**src/rtl/vmac_cfu.sv**
```systemverilog
// vmac_cfu: int8 four-lane dot-product MAC unit with N_ACC accumulator channels.
// Optional build macro VMAC_SAT_EN: saturate MAC accumulation instead of wrapping.
module vmac_cfu #(
    parameter int unsigned ACC_WIDTH       = 32,
    parameter int unsigned N_ACC           = 4,
    parameter int unsigned BYTES_PER_CYCLE = 1
) (
    input  logic        clk,
    input  logic        reset,
    input  logic        cmd_valid,
    output logic        cmd_ready,
    input  logic [9:0]  cmd_payload_function_id,
    input  logic [31:0] cmd_payload_inputs_0,
    input  logic [31:0] cmd_payload_inputs_1,
    output logic        rsp_valid,
    input  logic        rsp_ready,
    output logic [31:0] rsp_payload_outputs_0
);

    localparam int unsigned CH_W    = (N_ACC > 1) ? $clog2(N_ACC) : 1;
    localparam int unsigned N_BEATS = 4 / BYTES_PER_CYCLE;
    localparam int unsigned EXT_W   = 33 - ACC_WIDTH;

    localparam logic [2:0] OP_CLEAR  = 3'd0;
    localparam logic [2:0] OP_MAC    = 3'd1;
    localparam logic [2:0] OP_READ   = 3'd2;
    localparam logic [2:0] OP_SETOFF = 3'd3;

    typedef enum logic [1:0] {IDLE, BUSY, RESP} state_t;

    state_t               state_q, state_d;
    logic                 cmd_ready_q, cmd_ready_d;
    logic                 rsp_valid_q, rsp_valid_d;
    logic [31:0]          rsp_data_q, rsp_data_d;
    logic [ACC_WIDTH-1:0] acc_q [N_ACC];
    logic [ACC_WIDTH-1:0] acc_d [N_ACC];
    logic [8:0]           offset_q, offset_d;
    logic [CH_W-1:0]      ch_q, ch_d;
    logic [31:0]          a_q, a_d;
    logic [31:0]          b_q, b_d;
    logic [19:0]          sum_q, sum_d;
    logic [1:0]           cnt_q, cnt_d;

    logic [2:0]           cmd_op;
    logic [CH_W-1:0]      cmd_ch;
    logic                 accept;
    logic                 unused_fid;

    logic [9:0]           lane_a;
    logic [17:0]          lane_p;
    logic [19:0]          part_c;
    logic [19:0]          lane_sum_c;
    logic [ACC_WIDTH-1:0] addend_c;
    logic [ACC_WIDTH:0]   total_c;
    logic [ACC_WIDTH-1:0] mac_res_c;

    function automatic logic [31:0] sext32(input logic [ACC_WIDTH-1:0] v);
        return 32'({{EXT_W{v[ACC_WIDTH-1]}}, v});
    endfunction

    assign cmd_op     = cmd_payload_function_id[2:0];
    assign cmd_ch     = CH_W'(cmd_payload_function_id[6:3] & 4'(N_ACC - 1));
    assign unused_fid = ^cmd_payload_function_id[9:7];
    assign accept     = cmd_valid && cmd_ready_q;

    // Partial dot product of the low BYTES_PER_CYCLE lanes; operands shift down each beat.
    always_comb begin
        part_c = '0;
        lane_a = '0;
        lane_p = '0;
        for (int j = 0; j < int'(BYTES_PER_CYCLE); j++) begin
            lane_a = {{2{a_q[8*j+7]}}, a_q[8*j +: 8]} + {offset_q[8], offset_q};
            lane_p = {{8{lane_a[9]}}, lane_a} * {{10{b_q[8*j+7]}}, b_q[8*j +: 8]};
            part_c = part_c + {{2{lane_p[17]}}, lane_p};
        end
    end

    assign lane_sum_c = sum_q + part_c;
    assign addend_c   = ACC_WIDTH'({{13{lane_sum_c[19]}}, lane_sum_c});
    assign total_c    = {acc_q[ch_q][ACC_WIDTH-1], acc_q[ch_q]}
                      + {addend_c[ACC_WIDTH-1], addend_c};

`ifdef VMAC_SAT_EN
    // Carry disagreeing with the sign bit means signed overflow; clamp toward its direction.
    always_comb begin
        mac_res_c = total_c[ACC_WIDTH-1:0];
        if (total_c[ACC_WIDTH] != total_c[ACC_WIDTH-1]) begin
            mac_res_c = total_c[ACC_WIDTH] ? {1'b1, {(ACC_WIDTH-1){1'b0}}}
                                           : {1'b0, {(ACC_WIDTH-1){1'b1}}};
        end
    end
`else
    logic unused_carry;
    assign unused_carry = total_c[ACC_WIDTH];
    assign mac_res_c    = total_c[ACC_WIDTH-1:0];
`endif

    // Next-state and registered-output logic.
    always_comb begin
        state_d     = state_q;
        cmd_ready_d = 1'b0;
        rsp_valid_d = rsp_valid_q;
        rsp_data_d  = rsp_data_q;
        acc_d       = acc_q;
        offset_d    = offset_q;
        ch_d        = ch_q;
        a_d         = a_q;
        b_d         = b_q;
        sum_d       = sum_q;
        cnt_d       = cnt_q;
        unique case (state_q)
            IDLE: begin
                if (accept) begin
                    ch_d        = cmd_ch;
                    a_d         = cmd_payload_inputs_0;
                    b_d         = cmd_payload_inputs_1;
                    sum_d       = '0;
                    cnt_d       = '0;
                    state_d     = RESP;
                    rsp_valid_d = 1'b1;
                    rsp_data_d  = '0;
                    case (cmd_op)
                        OP_CLEAR:  acc_d[cmd_ch] = '0;
                        OP_MAC: begin
                            state_d     = BUSY;
                            rsp_valid_d = 1'b0;
                            rsp_data_d  = rsp_data_q;
                        end
                        OP_READ:   rsp_data_d = sext32(acc_q[cmd_ch]);
                        OP_SETOFF: offset_d = cmd_payload_inputs_0[8:0];
                        default:   ;
                    endcase
                end
            end
            BUSY: begin
                sum_d = lane_sum_c;
                a_d   = a_q >> (8 * BYTES_PER_CYCLE);
                b_d   = b_q >> (8 * BYTES_PER_CYCLE);
                cnt_d = cnt_q + 2'd1;
                if (cnt_q == 2'(N_BEATS - 1)) begin
                    acc_d[ch_q] = mac_res_c;
                    rsp_data_d  = sext32(mac_res_c);
                    rsp_valid_d = 1'b1;
                    state_d     = RESP;
                end
            end
            RESP: begin
                if (rsp_ready) begin
                    rsp_valid_d = 1'b0;
                    state_d     = IDLE;
                end
            end
            default: state_d = IDLE;
        endcase
        cmd_ready_d = (state_d == IDLE);
    end

    always_ff @(posedge clk) begin
        if (!reset) begin
            state_q     <= IDLE;
            cmd_ready_q <= 1'b0;
            rsp_valid_q <= 1'b0;
            rsp_data_q  <= '0;
            acc_q       <= '{default: '0};
            offset_q    <= '0;
            ch_q        <= '0;
            a_q         <= '0;
            b_q         <= '0;
            sum_q       <= '0;
            cnt_q       <= '0;
        end else begin
            state_q     <= state_d;
            cmd_ready_q <= cmd_ready_d;
            rsp_valid_q <= rsp_valid_d;
            rsp_data_q  <= rsp_data_d;
            acc_q       <= acc_d;
            offset_q    <= offset_d;
            ch_q        <= ch_d;
            a_q         <= a_d;
            b_q         <= b_d;
            sum_q       <= sum_d;
            cnt_q       <= cnt_d;
        end
    end

    assign cmd_ready             = cmd_ready_q;
    assign rsp_valid             = rsp_valid_q;
    assign rsp_payload_outputs_0 = rsp_data_q;

endmodule

```
**config.mk**
```make
export PLATFORM = sky130hd
export DESIGN_NAME = vmac_cfu
export DESIGN_NICKNAME = d
export VERILOG_FILES = /design/src/rtl/vmac_cfu.sv
export SDC_FILE = /design/constraint.sdc
export NUM_CORES = 1
export LEC_CHECK = 0
export ABC_CLOCK_PERIOD_IN_PS = 13900
export BUFFER_PORTS_ARGS = -buffer_cell sky130_fd_sc_hd__buf_2
export CAP_MARGIN = 15
export CORE_UTILIZATION = 28
export CTS_CLUSTER_DIAMETER = 50
export DETAILED_ROUTE_END_ITERATION = 8
export GPL_ROUTABILITY_DRIVEN = 1
export SYNTH_ARGS = -nofsm -noshare
export SYNTH_HDL_FRONTEND = slang
export SYNTH_SLANG_ARGS = --single-unit
```
**constraint.sdc**
```tcl
create_clock -name clk -period 13.9 [get_ports clk]
set_input_delay 1.39 -clock clk [delete_from_list [all_inputs] [get_ports clk]]
set_output_delay 1.39 -clock clk [all_outputs]
set_load 0.02 [all_outputs]
```
==> results.py <==
metrics = {
    "die": {
        "initial_core_util_pct": 28.4,
        "fp.dieArea_sq_mm": 0.0638,
        "die_y_um": 253,
        "die_width_um": 253,
        "ioPinCount": 112,
        "num_rows": 91,
        "core_sq_mm": 0.0618,
    },
    "route": {
        "wl_um": 45900,
        "final_antenna_net_count": 0,
        "viasPerCell": 5.08,
        "drt_iter0_drc": 833,
        "first_pass_iters": 6,
        "post_drt_wl_per_cell_um": 16.7,
        "drc": 0,
        "vias": 14000,
    },
    "setup_path": {
        "worst-setup-path-type": "reg2reg",
        "cp-start-kind": "flip-flop",
        "slowest_delay_ns": 0.54,
        "critPathSlowestCell": "fa_1",
        "worst_setup_path_end_kind": "flip-flop",
        "crit_fanout": 8,
        "r2r_slack_ns": 2.85,
        "arrival_ns": 11.46,
        "crit_required_ns": 14.30,
    },
    "logic_synthesis": {
        "synth.most_common_cell": "dfxtp_1",
        "synth_flop_cell": "dfxtp_1",
        "synth.top_cell.area_share_pct": 29.7,
        "synth_cell_types": 88,
        "synth_nets": 2086,
        "ys_seq_area_share_pct": 29.7,
        "ys_ff_latch": 261,
        "synthTopCellsByArea": "dfxtp_1 30%, mux4_2 8.1%, ha_1 7.5%",
        "ys.warnings.count": 0,
        "yosys.area.top_type": "dfxtp_1",
        "async_flop_share_pct": 0,
        "syn_area_sq_mm": 0.0176,
        "postSynthAreaPerCell_sq_um": 9.55,
        "synthTopCellsByCount": "261 x dfxtp_1, 147 x nor2b_1, 138 x nand2_1",
        "synth_edf_count": 0,
        "synth_cells": 1841,
    },
    "clocking": {
        "cts_made_buffers": 34,
        "clock_sinks": 261,
        "cts_resized": 0,
        "clk_pin_slew_ns": 0.06,
        "clock_latency_ns": 0.53,
        "post_cts_buffers": 0,
        "cts_tree": "yes",
        "cts_root_buf": "clkbuf_16",
        "cts_max_level": 2,
        "postCtsHoldBufs": 0,
        "cts_max_path_buffers": 3,
    },
    "timing": {
        "tightest_slew_ns": 1.19,
        "final-setup-viol-count": 0,
        "finalHoldViolCount": 0,
        "max_freq_ghz": 0.0905,
        "setup_tns_ns": 0,
        "skew_ns": 0.0236,
        "rsz0062_at_grt": "no",
        "slew_viol_final": 0,
        "period_share_pct": 79.5,
        "max_slew_margin_pct": 20.3,
        "final.min_clock_period_ns": 11.05,
    },
    "grt": {
        "grtUsageTotal_pct": 14.2,
        "antenna_found_initial": 4,
        "use_met2_pct": 24.4,
        "globalRouteMet3Util_pct": 1.89,
        "overflow": 0,
        "met1_usage_pct": 18.1,
        "grt_pass1_wl_um": 73800,
        "grt-busiest-layer": "met2",
        "grt_max_degree": 167,
        "grt_pass1_vias": 14000,
    },
    "pwr": {
        "vdd_drop_max_mv": 0.0736,
        "p_leak_uw": 0.00848,
        "seq_power_share_pct": 36.1,
        "power_density_mw_per_mm2": 109,
        "swShare_pct": 30.3,
        "p_sw_uw": 666,
        "clock_power_share_pct": 41.5,
        "power_frac_comb_pct": 22.4,
        "power.total_uw": 2200,
        "internal-power_uw": 1530,
    },
    "min_path": {
        "hold_path_class": "reg2reg",
    },
    "status": {
        "outcome": "completed",
    },
    "final_layout": {
        "fin_nets": 2124,
        "post_route_cells_drive_above_1_share_pct": 15.9,
        "syn_to_final_growth_pct": 14.1,
    },
    "job": {
        "drv_cap": 0,
    },
    "place": {
        "portBuffers": 106,
        "gp_congestion": 0.861,
        "hpwl_um": 31200,
    },
}
## kinds of logic after synthesis
| kind of cell | share of synthesized area (%) |
|---|---|
| XOR/XNOR | 4.01 |
| AND/OR/NAND/NOR | 14.8 |
| AO/OA/AOI/OAI | 19.5 |
| buffers and inverters | 5.30 |
| multiplexers | 12.0 |
| flip-flops | 29.7 |
| adder cells (fa/ha/maj) | 14.6 |
## path summary, 6_finish.rpt
check	startpoint	to	cells past startpoint
max	offset_q[0]	acc_q[27]	43
min	acc_q[122]	acc_q[122]	2
max reg2reg	offset_q[0]	acc_q[27]	43
min reg2reg	acc_q[122]	acc_q[122]	2
## area by class of cell
class | count | area (sq um)
fillers | 6263 | 41800
multi-input cells | 1348 | 11500
flip-flops and latches | 261 | 5230
well taps | 837 | 1050
clock buffers | 43 | 978
repair buffers | 122 | 657
inverters | 112 | 420
clock inverters | 18 | 200
diodes | 3 | 7.51
## power groups by stage
| stage | clock network, uW | logic [uW] | registers, uW |
|---|---|---|---|
| final | 912 | 492 | 792 |
| after global routing | 963 | 544 | 795 |
| after CTS | 934 | 491 | 792 |
| after detailed placement | 0 | 484 | 808 |
| after global placement | 0 | 475 | 807 |
| after floorplan | 0 | 359 | 812 |
## through the flow
| step | setup slack (ns) | utilization (%) | std cells | cell area (sq um) | hold slack, ns |
|---|---|---|---|---|---|
| after floorplan | 3.81 | - | 1841 | 17600 | 0.435 |
| after global placement | 3.10 | 30.5 | 2680 | 18900 | 0.444 |
| after detailed placement | 2.91 | 30.5 | 2680 | 18900 | 0.456 |
| after CTS | 2.81 | 32.4 | 2741 | 20000 | 0.463 |
| after global routing | 2.10 | 32.4 | 2744 | 20100 | 0.482 |
| final | 2.85 | 32.4 | 2744 | 20100 | 0.463 |
## layout by cell type (no fill, tap or decap), drive strengths merged, types with 64 or more instances in the layout
cell,count
o21ai,93
and2,68
a22oi,123
dfxtp,261
nor2b,147
buf,122
a21oi,90
inv,116
mux4,64
nand2,138
ha,105
## layer usage
metal | share of wire [%] | up-vias | routed length (um)
li1 | - | 6649 | -
met1 | 43 | 6856 | 19900
met2 | 49 | 361 | 22500
met3 | 5.0 | 83 | 2290
met4 | 2.6 | 2 | 1170
met5 | 0.028 | - | 13
## worst max-delay path: cells and delay by family (launching register included)
family	cells	cell delay (ns)
AOI/OAI and AO/OA	17	3.53
xor gates and xnor gates	3	1.12
adders and majority gates	9	3.70
buffers and inverters	4	0.30
DFF	1	0.31
muxes	1	0.28
and+or+nand+nor	9	1.67
## state kept, by name, summed over array words and instances (netlist names)
signal,flops
a_q,32
acc_q,128
b_q,32
ch_q,2
cmd_ready,1
cnt_q,2
offset_q,9
rsp_payload_outputs_0,32
rsp_valid,1
state_q,2
sum_q,20
No activity file was read; power rests on OpenSTA's default activity.
